**src/rtl/axi_rr_arb_slice_if.sv**
```systemverilog
// axi_rr_arb_slice_if
//   Request-side and downstream-side signals of the round-robin arbiter slice.
//   slave  : arbiter view (consumes requests/pointer/ready, drives grant/slice outputs)
//   master : environment view (drives requests/pointer/ready)
//   Signals: rr_flag_i, req_i, data_i, ready_i  -> arbiter
//            gnt_o, valid_o, data_o, id_o, flag_update_o <- arbiter
interface axi_rr_arb_slice_if #(
  parameter int N_REQ      = 8,
  parameter int DATA_WIDTH = 32,
  parameter int FLAG_WIDTH = $clog2(N_REQ)
);
  logic [FLAG_WIDTH-1:0]       rr_flag_i;
  logic [N_REQ-1:0]            req_i;
  logic [N_REQ*DATA_WIDTH-1:0] data_i;
  logic [N_REQ-1:0]            gnt_o;
  logic                        valid_o;
  logic [DATA_WIDTH-1:0]       data_o;
  logic [FLAG_WIDTH-1:0]       id_o;
  logic                        ready_i;
  logic                        flag_update_o;

  modport slave (
    input  rr_flag_i, req_i, data_i, ready_i,
    output gnt_o, valid_o, data_o, id_o, flag_update_o
  );

  modport master (
    output rr_flag_i, req_i, data_i, ready_i,
    input  gnt_o, valid_o, data_o, id_o, flag_update_o
  );
endinterface

```
**src/rtl/axi_rr_arb_slice.sv**
```systemverilog
// axi_rr_arb_slice
//   Round-robin arbiter over N_REQ requesters feeding a one-entry registered
//   output slice. The search starts at the externally supplied pointer
//   rr_flag_i; the accept pulse flag_update_o advances that pointer outside.
// Ports:
//   clk    : clock, rising edge
//   rst_n  : asynchronous active-low reset
//   bus    : axi_rr_arb_slice_if.slave (requests, pointer, grant, slice, ready)
//
// state    | meaning
// ---------+-----------------------------------------------
// ST_EMPTY | slice holds nothing, valid_o=0
// ST_FULL  | slice holds winner payload/index, valid_o=1
module axi_rr_arb_slice #(
  parameter int N_REQ      = 8,
  parameter int DATA_WIDTH = 32,
  parameter int FLAG_WIDTH = $clog2(N_REQ)
) (
  input  logic                    clk,
  input  logic                    rst_n,
  axi_rr_arb_slice_if.slave       bus
);

  typedef enum logic {
    ST_EMPTY = 1'b0,
    ST_FULL  = 1'b1
  } state_t;

  // One extra bit so start+offset never overflows before the modulo fold.
  localparam logic [FLAG_WIDTH:0] LP_N = (FLAG_WIDTH+1)'(N_REQ);

  state_t                  r_state;
  state_t                  w_state_nxt;
  logic [DATA_WIDTH-1:0]   r_data;
  logic [FLAG_WIDTH-1:0]   r_id;

  logic [FLAG_WIDTH:0]     w_start;
  logic                    w_found;
  logic [FLAG_WIDTH-1:0]   w_win;
  logic [DATA_WIDTH-1:0]   w_win_data;
  logic                    w_grant_en;
  logic [N_REQ-1:0]        w_gnt;
  logic                    w_accept;

  // Rotating priority search: first requester at or after the pointer wins.
  always_comb begin : sel
    logic [FLAG_WIDTH:0] v_idx;
    v_idx      = '0;
    w_start    = {1'b0, bus.rr_flag_i};
    if (w_start >= LP_N) w_start = '0;
    w_found    = 1'b0;
    w_win      = '0;
    w_win_data = '0;
    for (int i = 0; i < N_REQ; i++) begin
      v_idx = w_start + (FLAG_WIDTH+1)'(i);
      if (v_idx >= LP_N) v_idx = v_idx - LP_N;
      if (!w_found && bus.req_i[v_idx[FLAG_WIDTH-1:0]]) begin
        w_found    = 1'b1;
        w_win      = v_idx[FLAG_WIDTH-1:0];
        w_win_data = bus.data_i[int'(v_idx[FLAG_WIDTH-1:0])*DATA_WIDTH +: DATA_WIDTH];
      end
    end
  end

  // rst_n gates the grant so nothing is handed out while held in reset.
  assign w_grant_en = rst_n & ((r_state == ST_EMPTY) | bus.ready_i);

  always_comb begin
    w_gnt = '0;
    for (int k = 0; k < N_REQ; k++) begin
      w_gnt[k] = w_grant_en & w_found & (w_win == FLAG_WIDTH'(k));
    end
  end

  assign w_accept = |w_gnt;

  // State register
  always_ff @(posedge clk or negedge rst_n) begin
    if (!rst_n) r_state <= ST_EMPTY;
    else        r_state <= w_state_nxt;
  end

  // Next-state logic
  always_comb begin
    w_state_nxt = r_state;
    case (r_state)
      ST_EMPTY: if (w_accept) w_state_nxt = ST_FULL;
      ST_FULL: begin
        if (w_accept)         w_state_nxt = ST_FULL;
        else if (bus.ready_i) w_state_nxt = ST_EMPTY;
      end
      default: w_state_nxt = ST_EMPTY;
    endcase
  end

  // Slice payload; holds its last value when draining without a refill.
  always_ff @(posedge clk or negedge rst_n) begin
    if (!rst_n) begin
      r_data <= '0;
      r_id   <= '0;
    end else if (w_accept) begin
      r_data <= w_win_data;
      r_id   <= w_win;
    end
  end

  // Outputs
  always_comb begin
    bus.valid_o       = (r_state == ST_FULL);
    bus.data_o        = r_data;
    bus.id_o          = r_id;
    bus.gnt_o         = w_gnt;
    bus.flag_update_o = w_accept;
  end

endmodule

```
**src/flat_wrapper.sv**
```systemverilog
// flat-port wrapper written by rule: the top's interface ports become plain ports
module axi_rr_arb_slice_flat 
#(
  parameter int N_REQ      = 8,
  parameter int DATA_WIDTH = 32,
  parameter int FLAG_WIDTH = $clog2(N_REQ)
)
  (clk, rst_n, bus_rr_flag_i, bus_req_i, bus_data_i, bus_ready_i, bus_gnt_o, bus_valid_o, bus_data_o, bus_id_o, bus_flag_update_o);
  axi_rr_arb_slice_if #(.N_REQ(N_REQ), .DATA_WIDTH(DATA_WIDTH), .FLAG_WIDTH(FLAG_WIDTH)) bus_i ();
  input  logic clk;
  input  logic rst_n;
  input wire logic [$bits(bus_i.rr_flag_i)-1:0] bus_rr_flag_i;
  input wire logic [$bits(bus_i.req_i)-1:0] bus_req_i;
  input wire logic [$bits(bus_i.data_i)-1:0] bus_data_i;
  input wire logic [$bits(bus_i.ready_i)-1:0] bus_ready_i;
  output wire logic [$bits(bus_i.gnt_o)-1:0] bus_gnt_o;
  output wire logic [$bits(bus_i.valid_o)-1:0] bus_valid_o;
  output wire logic [$bits(bus_i.data_o)-1:0] bus_data_o;
  output wire logic [$bits(bus_i.id_o)-1:0] bus_id_o;
  output wire logic [$bits(bus_i.flag_update_o)-1:0] bus_flag_update_o;
  assign bus_i.rr_flag_i = bus_rr_flag_i;
  assign bus_i.req_i = bus_req_i;
  assign bus_i.data_i = bus_data_i;
  assign bus_i.ready_i = bus_ready_i;
  assign bus_gnt_o = bus_i.gnt_o;
  assign bus_valid_o = bus_i.valid_o;
  assign bus_data_o = bus_i.data_o;
  assign bus_id_o = bus_i.id_o;
  assign bus_flag_update_o = bus_i.flag_update_o;
  axi_rr_arb_slice #(.N_REQ(N_REQ), .DATA_WIDTH(DATA_WIDTH), .FLAG_WIDTH(FLAG_WIDTH)) u_core (.clk(clk), .rst_n(rst_n), .bus(bus_i));
endmodule
```
**config.mk**
```make
export PLATFORM = sky130hd
export DESIGN_NAME = axi_rr_arb_slice_flat
export DESIGN_NICKNAME = d
export VERILOG_FILES = /design/src/rtl/axi_rr_arb_slice_if.sv /design/src/rtl/axi_rr_arb_slice.sv /design/src/flat_wrapper.sv
export SDC_FILE = /design/constraint.sdc
export NUM_CORES = 1
export LEC_CHECK = 0
export ABC_AREA = 1
export BUFFER_PORTS_ARGS = -buffer_cell sky130_fd_sc_hd__buf_4
export CAP_MARGIN = 0
export CORE_ASPECT_RATIO = 1.25
export CORE_MARGIN = 3
export CORE_UTILIZATION = 43
export DETAILED_ROUTE_END_ITERATION = 10
export PLACE_DENSITY = 0.66
export SETUP_SLACK_MARGIN = 0.2
export SLEW_MARGIN = 25
export SYNTH_ARGS = -nofsm -noshare
export SYNTH_HDL_FRONTEND = slang
export SYNTH_SLANG_ARGS = --single-unit
```
**constraint.sdc**
```tcl
create_clock -name clk -period 7.1 [get_ports clk]
set_input_delay 1.065 -clock clk [delete_from_list [all_inputs] [get_ports clk]]
set_output_delay 1.065 -clock clk [all_outputs]
set_load 0.01 [all_outputs]
```
==> results.txt, run 1 <==
----------------------------------------------------
[Outcome]
  Result of the run ... finished clean

[Yosys]
  Synthesized cell area ... 12980 um^2
  Number of synthesized register bits ... 36
  Number of warnings printed during yosys synthesis ... 0
  Number of distinct standard cells referenced by the synthesized netlist ... 35
  Seq/Total Area, Yosys ... 0.06942
  Net Count, Synth ... between 3000 and 4000
  Syn Inst Count ... about 2800
  Avg Synthesized Cell Area ... 4.557 um^2

[Pwr]
  Largest vdd supply drop ... 0.1429 mV
  Share of total power consumed by net switching ... 0.5355
  Clk pwr share ... 0.124
  Net switching power figure ... 1091 uW
  Post-layout total power ... 2037 uW
  Sequential share of power ... 0.144
  Cell Int Power ... 946.0 uW
  Logic pwr share ... 0.732
  Power density of the placed cells ... 131.8 nW/um^2
  Leakage ... 0.008514 uW

[Timing]
  Fmax ... ~160 MHz
  Setup TNS ... 0 ns
  Pins over their slew limit ... 0
  Min cycle time layout ... roughly 6.3 ns
  Worst hold slack across all endpoints ... 0.4792 ns
  Relative slew slack ... 0.2691
  Final hold vios ... 0
  Unrepaired setup endpoints after global routing ... false
  Post-route fraction of the period consumed by the critical path ... 0.8874
  Tightest Pin Transition ... approximately 1.1 ns
  # setup viols final ... 0
  Layout Skew ... roughly 0.0033 ns

[Hold path]
  Worst hold path stage count ... 2
  Endpoint, Worst Hold ... u_core.bus.data_o[30]$_DFFE_PN0P_
  Min-Delay Startpoint ... u_core.bus.data_o[30]$_DFFE_PN0P_
  Worst hold path type ... register to register

[Floorplan]
  Area of the die ... 32310 um^2
  Die Wd ... 161.4 um
  Top-level port count ... 315
  FP Rows ... 70
  Initial cell density of the core ... 0.4397
  CORE AREA ... 29520 um^2
  Die Height ... about 200 um

[Global routing]
  Initial antenna violation count ... 2
  Vias in the first global route ... 16930
  GRT Max-Usage Layer ... met2
  Overflow after GRT ... 0
  Maximum number of pins on one net before global-route repair ... 117
  Total routing usage reported by global routing ... 0.3245
  Met2 demand-to-capacity share in global routing ... 0.5607
  Global Route met1 Usage ... 0.3992
  Wire length of the first global-routing pass ... 86130 um
  Fraction of met3 tracks used by global routing ... 0.03062

[Setup path]
  Most frequent CP cell ... nand2_1
  Arr. time, crit path ... about 5.2 ns
  Critical path start-end classification ... primary input to primary output
  Crit-path slowest cell ... nand2_2
  Critical path's largest stage delay ... 0.55 ns
  Nature of the critical path startpoint ... primary input
  Cell breakdown of the critical path ... buf_8 > inv_6 > ha_4 > inv_4 > nand3_1 > nand2_1 > nand2_1 > nand2_1 > nand4_4 > nor2_4 > nand3b_1 > nand2_2 > inv_2 > nand3_1 > nor2_1 > buf_4
  Critical path peak fanout ... 76
  Cell count of the worst reg-to-reg path ... 6
  Critical Path Sink Type ... primary output
  Endpoint of the most critical register-to-register path ... u_core.bus.id_o[2]$_DFFE_PN0P_
  Worst Path Required ... 6.03 ns
  Setup slack of the worst register-to-register path ... about 5.0 ns
  Worst reg2reg startpoint ... u_core.bus.valid_o$_DFF_PN0_

[Routing]
  Count of nets left with antenna violations after detail routing ... 0
  Final WL ... 55650 um
  Vias ... about 19000
  Final routed DRC violation total ... 0
  First drt pass iteration count ... 7
  DR iter-0 viols ... 1709
  Vias per std cell ... ~5.5
  Average wire length per cell after detail routing ... 16.44 um

[Place]
  DP HPWL ... 40230 um
  Placer Congestion ... 0.9332
  Count of input and output buffers ... approximately 310
  Dpl cell area ... 15260 um^2

[Layout]
  Most common library cell in the layout ignoring fill and taps ... nand2_1
  Layout fillers ... 3310
  Post-route cell area ... 15460 um^2
  Fraction of layout instances using a drive strength above 1 ... 0.1393
  Most frequent cells in the layout ... nand2_1 (1288), nand3_1 (413), o21ai_0 (352)
  P&R area growth vs syn ... 19.10%
  Layout Nets ... 3258

[CTS]
  Clk slew on worst S/H paths ... 0.05 ns
  Library cell used as clock root buffer ... clkbuf_16
  TritonCTS Sinks ... 36
  Clock tree buffer depth ... 2
  Resize count post-CTS ... 0
  H-tree level count ... 2
  Number of buffers added to fix hold violations after cts ... 0
  Worst skew pair latency ... 0.29 ns
  TritonCTS Buffers ... 5
  TritonCTS clock tree ... built
  Post-CTS setup repair buffer count ... 0

[Run]
  Max-cap violations ... 0

----------------------------------------------------
-- worst max path at each step --
| stage | to | startpoint | depth (start not counted) | slack [ns] |
|---|---|---|---|---|
| global placement | bus_gnt_o[1] | bus_rr_flag_i[1] | 15 | 0.79 |
| finish | bus_gnt_o[1] | bus_rr_flag_i[0] | 16 | 0.80 |
| floorplan | bus_gnt_o[2] | bus_rr_flag_i[1] | 15 | 2.30 |
| detailed placement | bus_gnt_o[3] | bus_rr_flag_i[1] | 15 | 0.72 |
| global route | bus_gnt_o[5] | bus_rr_flag_i[0] | 16 | 0.43 |
| CTS | bus_gnt_o[3] | bus_rr_flag_i[1] | 15 | 0.71 |
-- final cells by class --
| class | count | area (um^2) | share of cell area |
|---|---|---|---|
| clock buffer | 6 | 128.9 | 0.008338 |
| inverter | 166 | 633.1 | 0.04096 |
| antenna | 1 | 2.502 | 0.0001619 |
| clock inverter | 2 | 35.03 | 0.002267 |
| tap | 396 | 495.5 | 0.03206 |
| timing repair buffer | 343 | 2603 | 0.1684 |
| multi-input combinational | 2434 | 10660 | 0.6895 |
| sequential | 36 | 900.9 | 0.05829 |
-- synth_stat cells --
cell type | instances | area share
buf_1 | 35 | 0.010
nor2_1 | 212 | 0.061
nor2_4 | 1 | 0.00087
o21ai_1 | 18 | 0.0069
ha_1 | 2 | 0.0019
nor2_2 | 2 | 0.00096
a21oi_1 | 2 | 0.00077
nor3_1 | 33 | 0.013
nand3b_1 | 1 | 0.00058
dfrtp_1 | 36 | 0.069
clkinv_1 | 2 | 0.00058
buf_2 | 33 | 0.013
nor2_8 | 1 | 0.0015
nand3_1 | 413 | 0.16
xor2_1 | 2 | 0.0014
inv_2 | 6 | 0.0017
nand2_1 | 1290 | 0.37
buf_4 | 2 | 0.0012
inv_1 | 158 | 0.046
or2_2 | 39 | 0.019
nand2_2 | 2 | 0.00096
buf_6 | 6 | 0.0052
clkbuf_1 | 136 | 0.039
o21a_1 | 1 | 0.00058
and2_1 | 9 | 0.0043
o21ai_2 | 1 | 0.00068
o21bai_1 | 1 | 0.00058
o21ai_0 | 352 | 0.14
mux2i_1 | 8 | 0.0062
nand3_2 | 2 | 0.0015
nand4_4 | 1 | 0.0016
xnor2_2 | 2 | 0.0025
nor3_2 | 1 | 0.00077
a31oi_1 | 32 | 0.015
nand4_1 | 6 | 0.0029
-- logic make-up (layout without fill, tap and decap cells) --
logic type               after synthesis  count (layout)  synth area share
XOR/XNOR                               4               4          0.003857
buffers and inverters                378             517            0.1166
AND/OR/NAND/NOR                     2013            2013            0.6413
flip-flops                            36              36           0.06942
multiplexers                           8               8          0.006171
AO/OA/AOI/OAI                        407             407            0.1607
other                                  0               1                 0
adder cells (fa/ha/maj)                2               2          0.001928
-- critical path, delay by kind of cell --
family                     cells  cell delay, ns
buffers and inverters          5            1.50
adders and majority gates      1            0.30
and+or+nand+nor               10            2.30
-- power by group through the flow --
| stage | logic (uW) | clock network (uW) | registers [uW] |
|---|---|---|---|
| detailed placement | 1470 | 0 | 296 |
| CTS | 1470 | 257 | 293 |
| floorplan | 901 | 0 | 318 |
| global placement | 1450 | 0 | 295 |
| finish | 1490 | 252 | 293 |
| global route | 1660 | 264 | 300 |
-- per-stage QoR --
| stage | instances | util | setup WS, ns |
|---|---|---|---|
| 2_1_floorplan | 2848 | - | 2.302 |
| 3_3_place_gp | 3374 | 0.5171 | 0.7931 |
| 3_5_place_dp | 3374 | 0.5171 | 0.7171 |
| 4_1_cts | 3382 | 0.5226 | 0.7105 |
| 5_1_grt | 3383 | 0.5236 | 0.4325 |
| 6_report | 3384 | 0.5237 | 0.7998 |
-- per-layer routing --
layer,wire length [um],vias up
li1,-,9380
met3,4420,168
met2,26310,854
met5,13,-
met4,2863,2
met1,22040,8325
-- registers in the layout, indices dropped and copies added (netlist names) --
| name | flops |
|---|---|
| u_core.bus.id_o | 3 |
| u_core.bus.valid_o | 1 |
| u_core.bus.data_o | 32 |
Power figures use the tool's default switching activity.
==> run 2: changes to the inputs <==
Settings changed: CORE_MARGIN 3 to 2.
==> results.txt, run 2 (synthesis results as in run 1) <==
----------------------------------------------------
[Outcome]
  Result of the run ... finished clean (unchanged)

[Global routing]
  Vias in the first global route ... 16680 (was 16930)
  Wire length of the first global-routing pass ... 85000 um (was 86130 um)
  Maximum number of pins on one net before global-route repair ... 112 (was 117)
  Total routing usage reported by global routing ... 0.3326 (was 0.3245)
  Overflow after GRT ... 0 (unchanged)
  Initial antenna violation count ... 0 (was 2)

[Timing]
  Final hold vios ... 0 (unchanged)
  Fmax ... 160.4 MHz (was 158.7 MHz)
  Tightest Pin Transition ... 1.055 ns (was 1.096 ns)
  Layout Skew ... 0.001996 ns (was 0.003333 ns)
  Setup TNS ... 0 ns (unchanged)
  Min cycle time layout ... 6.235 ns (was 6.300 ns)
  # setup viols final ... 0 (unchanged)
  Pins over their slew limit ... 0 (unchanged)
  Unrepaired setup endpoints after global routing ... false (unchanged)
  Relative slew slack ... 0.2944 (was 0.2691)
  Post-route fraction of the period consumed by the critical path ... 0.8782 (was 0.8874)

[Floorplan]
  Initial cell density of the core ... 0.4335 (was 0.4397)
  Top-level port count ... 315 (unchanged)
  Area of the die ... 31590 um^2 (was 32310 um^2)
  Die Wd ... 159.4 um (was 161.4 um)
  Die Height ... 198.2 um (was 200.2 um)
  CORE AREA ... 29940 um^2 (was 29520 um^2)
  FP Rows ... 71 (was 70)

[Pwr]
  Leakage ... 0.008505 uW (was 0.008514 uW)
  Largest vdd supply drop ... 0.1225 mV (was 0.1429 mV)
  Cell Int Power ... 928.7 uW (was 946.0 uW)
  Clk pwr share ... 0.115 (was 0.124)
  Post-layout total power ... 2007 uW (was 2037 uW)
  Power density of the placed cells ... 129.9 nW/um^2 (was 131.8 nW/um^2)
  Logic pwr share ... 0.738 (was 0.732)
  Share of total power consumed by net switching ... 0.5373 (was 0.5355)
  Net switching power figure ... 1078 uW (was 1091 uW)
  Sequential share of power ... 0.146 (was 0.144)

[Routing]
  Count of nets left with antenna violations after detail routing ... 0 (unchanged)
  Highest routing layer actually used ... met4 (was met5)
  Final WL ... 54920 um (was 55650 um)
  Met2 Routed Length ... 26570 um (was 26310 um)
  Routed length on met1 ... 21600 um (was 22040 um)
  DR iter-0 viols ... 1575 (was 1709)
  WL met3 ... 4347 um (was 4420 um)
  Vias ... 18690 (was 18730)
  Vias per std cell ... 5.520 (was 5.535)
  Average wire length per cell after detail routing ... 16.22 um (was 16.44 um)
  Final routed DRC violation total ... 0 (unchanged)
  First drt pass iteration count ... 6 (was 7)

[Setup path]
  Critical path start-end classification ... primary input to primary output (unchanged)
  Cell breakdown of the critical path ... buf_8 > inv_6 > ha_4 > xor2_4 > inv_2 > nand2_1 > nand2_1 > nand4_4 > nor2_4 > nand3b_1 > nand2_2 > inv_2 > nand3_1 > nor2_1 > buf_4 (was buf_8 > inv_6 > ha_4 > inv_4 > nand3_1 > nand2_1 > nand2_1 > nand2_1 > nand4_4 > nor2_4 > nand3b_1 > nand2_2 > inv_2 > nand3_1 > nor2_1 > buf_4)
  Critical path's largest stage delay ... 0.67 ns (was 0.55 ns)
  Family of cells with the greatest summed delay on the critical path ... buffers and inverters (was simple AND/OR/NAND/NOR gates)
  Arr. time, crit path ... 5.17 ns (was 5.24 ns)
  Crit-path slowest cell ... inv_2 (was nand2_2)
  Worst Path Required ... 6.03 ns (about the same)
  Critical path peak fanout ... 86 (was 76)
  Bufs and invs on worst path ... 5 (unchanged)
  Nature of the critical path startpoint ... primary input (unchanged)
  Critical Path Sink Type ... primary output (unchanged)

[CTS]
  Clock tree buffer depth ... 2 (unchanged)
  TritonCTS clock tree ... built (unchanged)
  Worst skew pair latency ... 0.29 ns (about the same)
  Clk slew on worst S/H paths ... 0.05 ns (about the same)
  TritonCTS Buffers ... 5 (unchanged)
  TritonCTS Sinks ... 36 (unchanged)
  Post-CTS setup repair buffer count ... 0 (unchanged)
  Number of buffers added to fix hold violations after cts ... 0 (unchanged)
  Resize count post-CTS ... 0 (unchanged)
  Library cell used as clock root buffer ... clkbuf_16 (unchanged)
  H-tree level count ... 2 (unchanged)

[Layout]
  Total inserted antenna cells ... 0 (was 1)
  Fraction of layout instances using a drive strength above 1 ... 0.1390 (was 0.1393)
  Most frequent cells in the layout ... nand2_1 (1288), nand3_1 (413), o21ai_0 (352) (unchanged)
  Number of flip-flops under the largest register name ... 32 (unchanged)
  Layout fillers ... 3221 (was 3310)
  Most common library cell in the layout ignoring fill and taps ... nand2_1 (unchanged)
  P&R area growth vs syn ... 19.01% (was 19.10%)
  Layout Nets ... 3257 (was 3258)

[Place]
  Count of input and output buffers ... 314 (unchanged)
  DP HPWL ... 39360 um (was 40230 um)
  Placer Congestion ... 0.9658 (was 0.9332)

[Hold path]
  Worst hold path type ... register to register (unchanged)

[Run]
  Max-cap violations ... 0 (unchanged)

----------------------------------------------------
[run 2: changes by cell type in the layout (fill, tap and decap cells not counted)]
cell       change
buf_4          -2
clkbuf_8       +2
buf_6          +1
bufinv_16      -1
clkbuf_1       -1
clkinv_2       -1
diode_2        -1
[run 2: path summary, 6_finish.rpt]
kind                       depth (start not counted)  slack (ns)                           endpoint                              start
max                                               15        0.86                       bus_gnt_o[1]                   bus_rr_flag_i[0]
max in group asynchronous                          1        6.03  u_core.bus.data_o[27]$_DFFE_PN0P_                              rst_n
min reg2reg                                        2        0.48  u_core.bus.data_o[21]$_DFFE_PN0P_  u_core.bus.data_o[21]$_DFFE_PN0P_
min in group asynchronous                          1        0.73       u_core.bus.valid_o$_DFF_PN0_                              rst_n
min                                                2        0.48  u_core.bus.data_o[21]$_DFFE_PN0P_  u_core.bus.data_o[21]$_DFFE_PN0P_
max reg2reg                                        6        4.98     u_core.bus.id_o[2]$_DFFE_PN0P_       u_core.bus.valid_o$_DFF_PN0_
[run 2: layout make-up]
type | instances | area [um^2] | area share
Timing Repair Buffer | 342 | 2599 | 0.1683
Multi-Input combinational cell | 2434 | 10660 | 0.6901
Tap cell | 401 | 501.7 | 0.03249
Inverter | 166 | 633.1 | 0.04099
Sequential cell | 36 | 900.9 | 0.05833
Clock buffer | 7 | 152.6 | 0.009883
[run 2: power groups by stage]
stage	clock (uW)	combinational [uW]	sequential, uW
3_5_place_dp	0	1460	297
4_1_cts	234	1460	294
3_3_place_gp	0	1440	297
6_report	231	1480	294
5_1_grt	240	1650	302
2_1_floorplan	0	901	318
[run 2: metrics by stage]
step / setup slack [ns] / hold slack, ns / instance area, um^2 / util / cells
after global routing: 0.4337 / 0.5015 / 15440 / 0.5159 / 3386
final: 0.8646 / 0.4758 / 15440 / 0.5159 / 3386
after global placement: 0.9650 / 0.4653 / 15260 / 0.5098 / 3378
after detailed placement: 0.8733 / 0.4673 / 15260 / 0.5098 / 3378
after floorplan: 2.302 / 0.5126 / 12980 / - / 2848
after CTS: 0.8749 / 0.4825 / 15410 / 0.5149 / 3385
[run 2: routing by layer]
layer	track usage	up-vias
met5	0	-
met4	0.1606	0
met3	0.03331	142
met2	0.5887	875
met1	0.4039	8288
li1	-	9387
[run 2: tightest hold or removal path, cell delays in order, from the launching register on]
cell	delay, ns
dfrtp_1	0.34
nand2_1	0.05
nand2_1	0.05
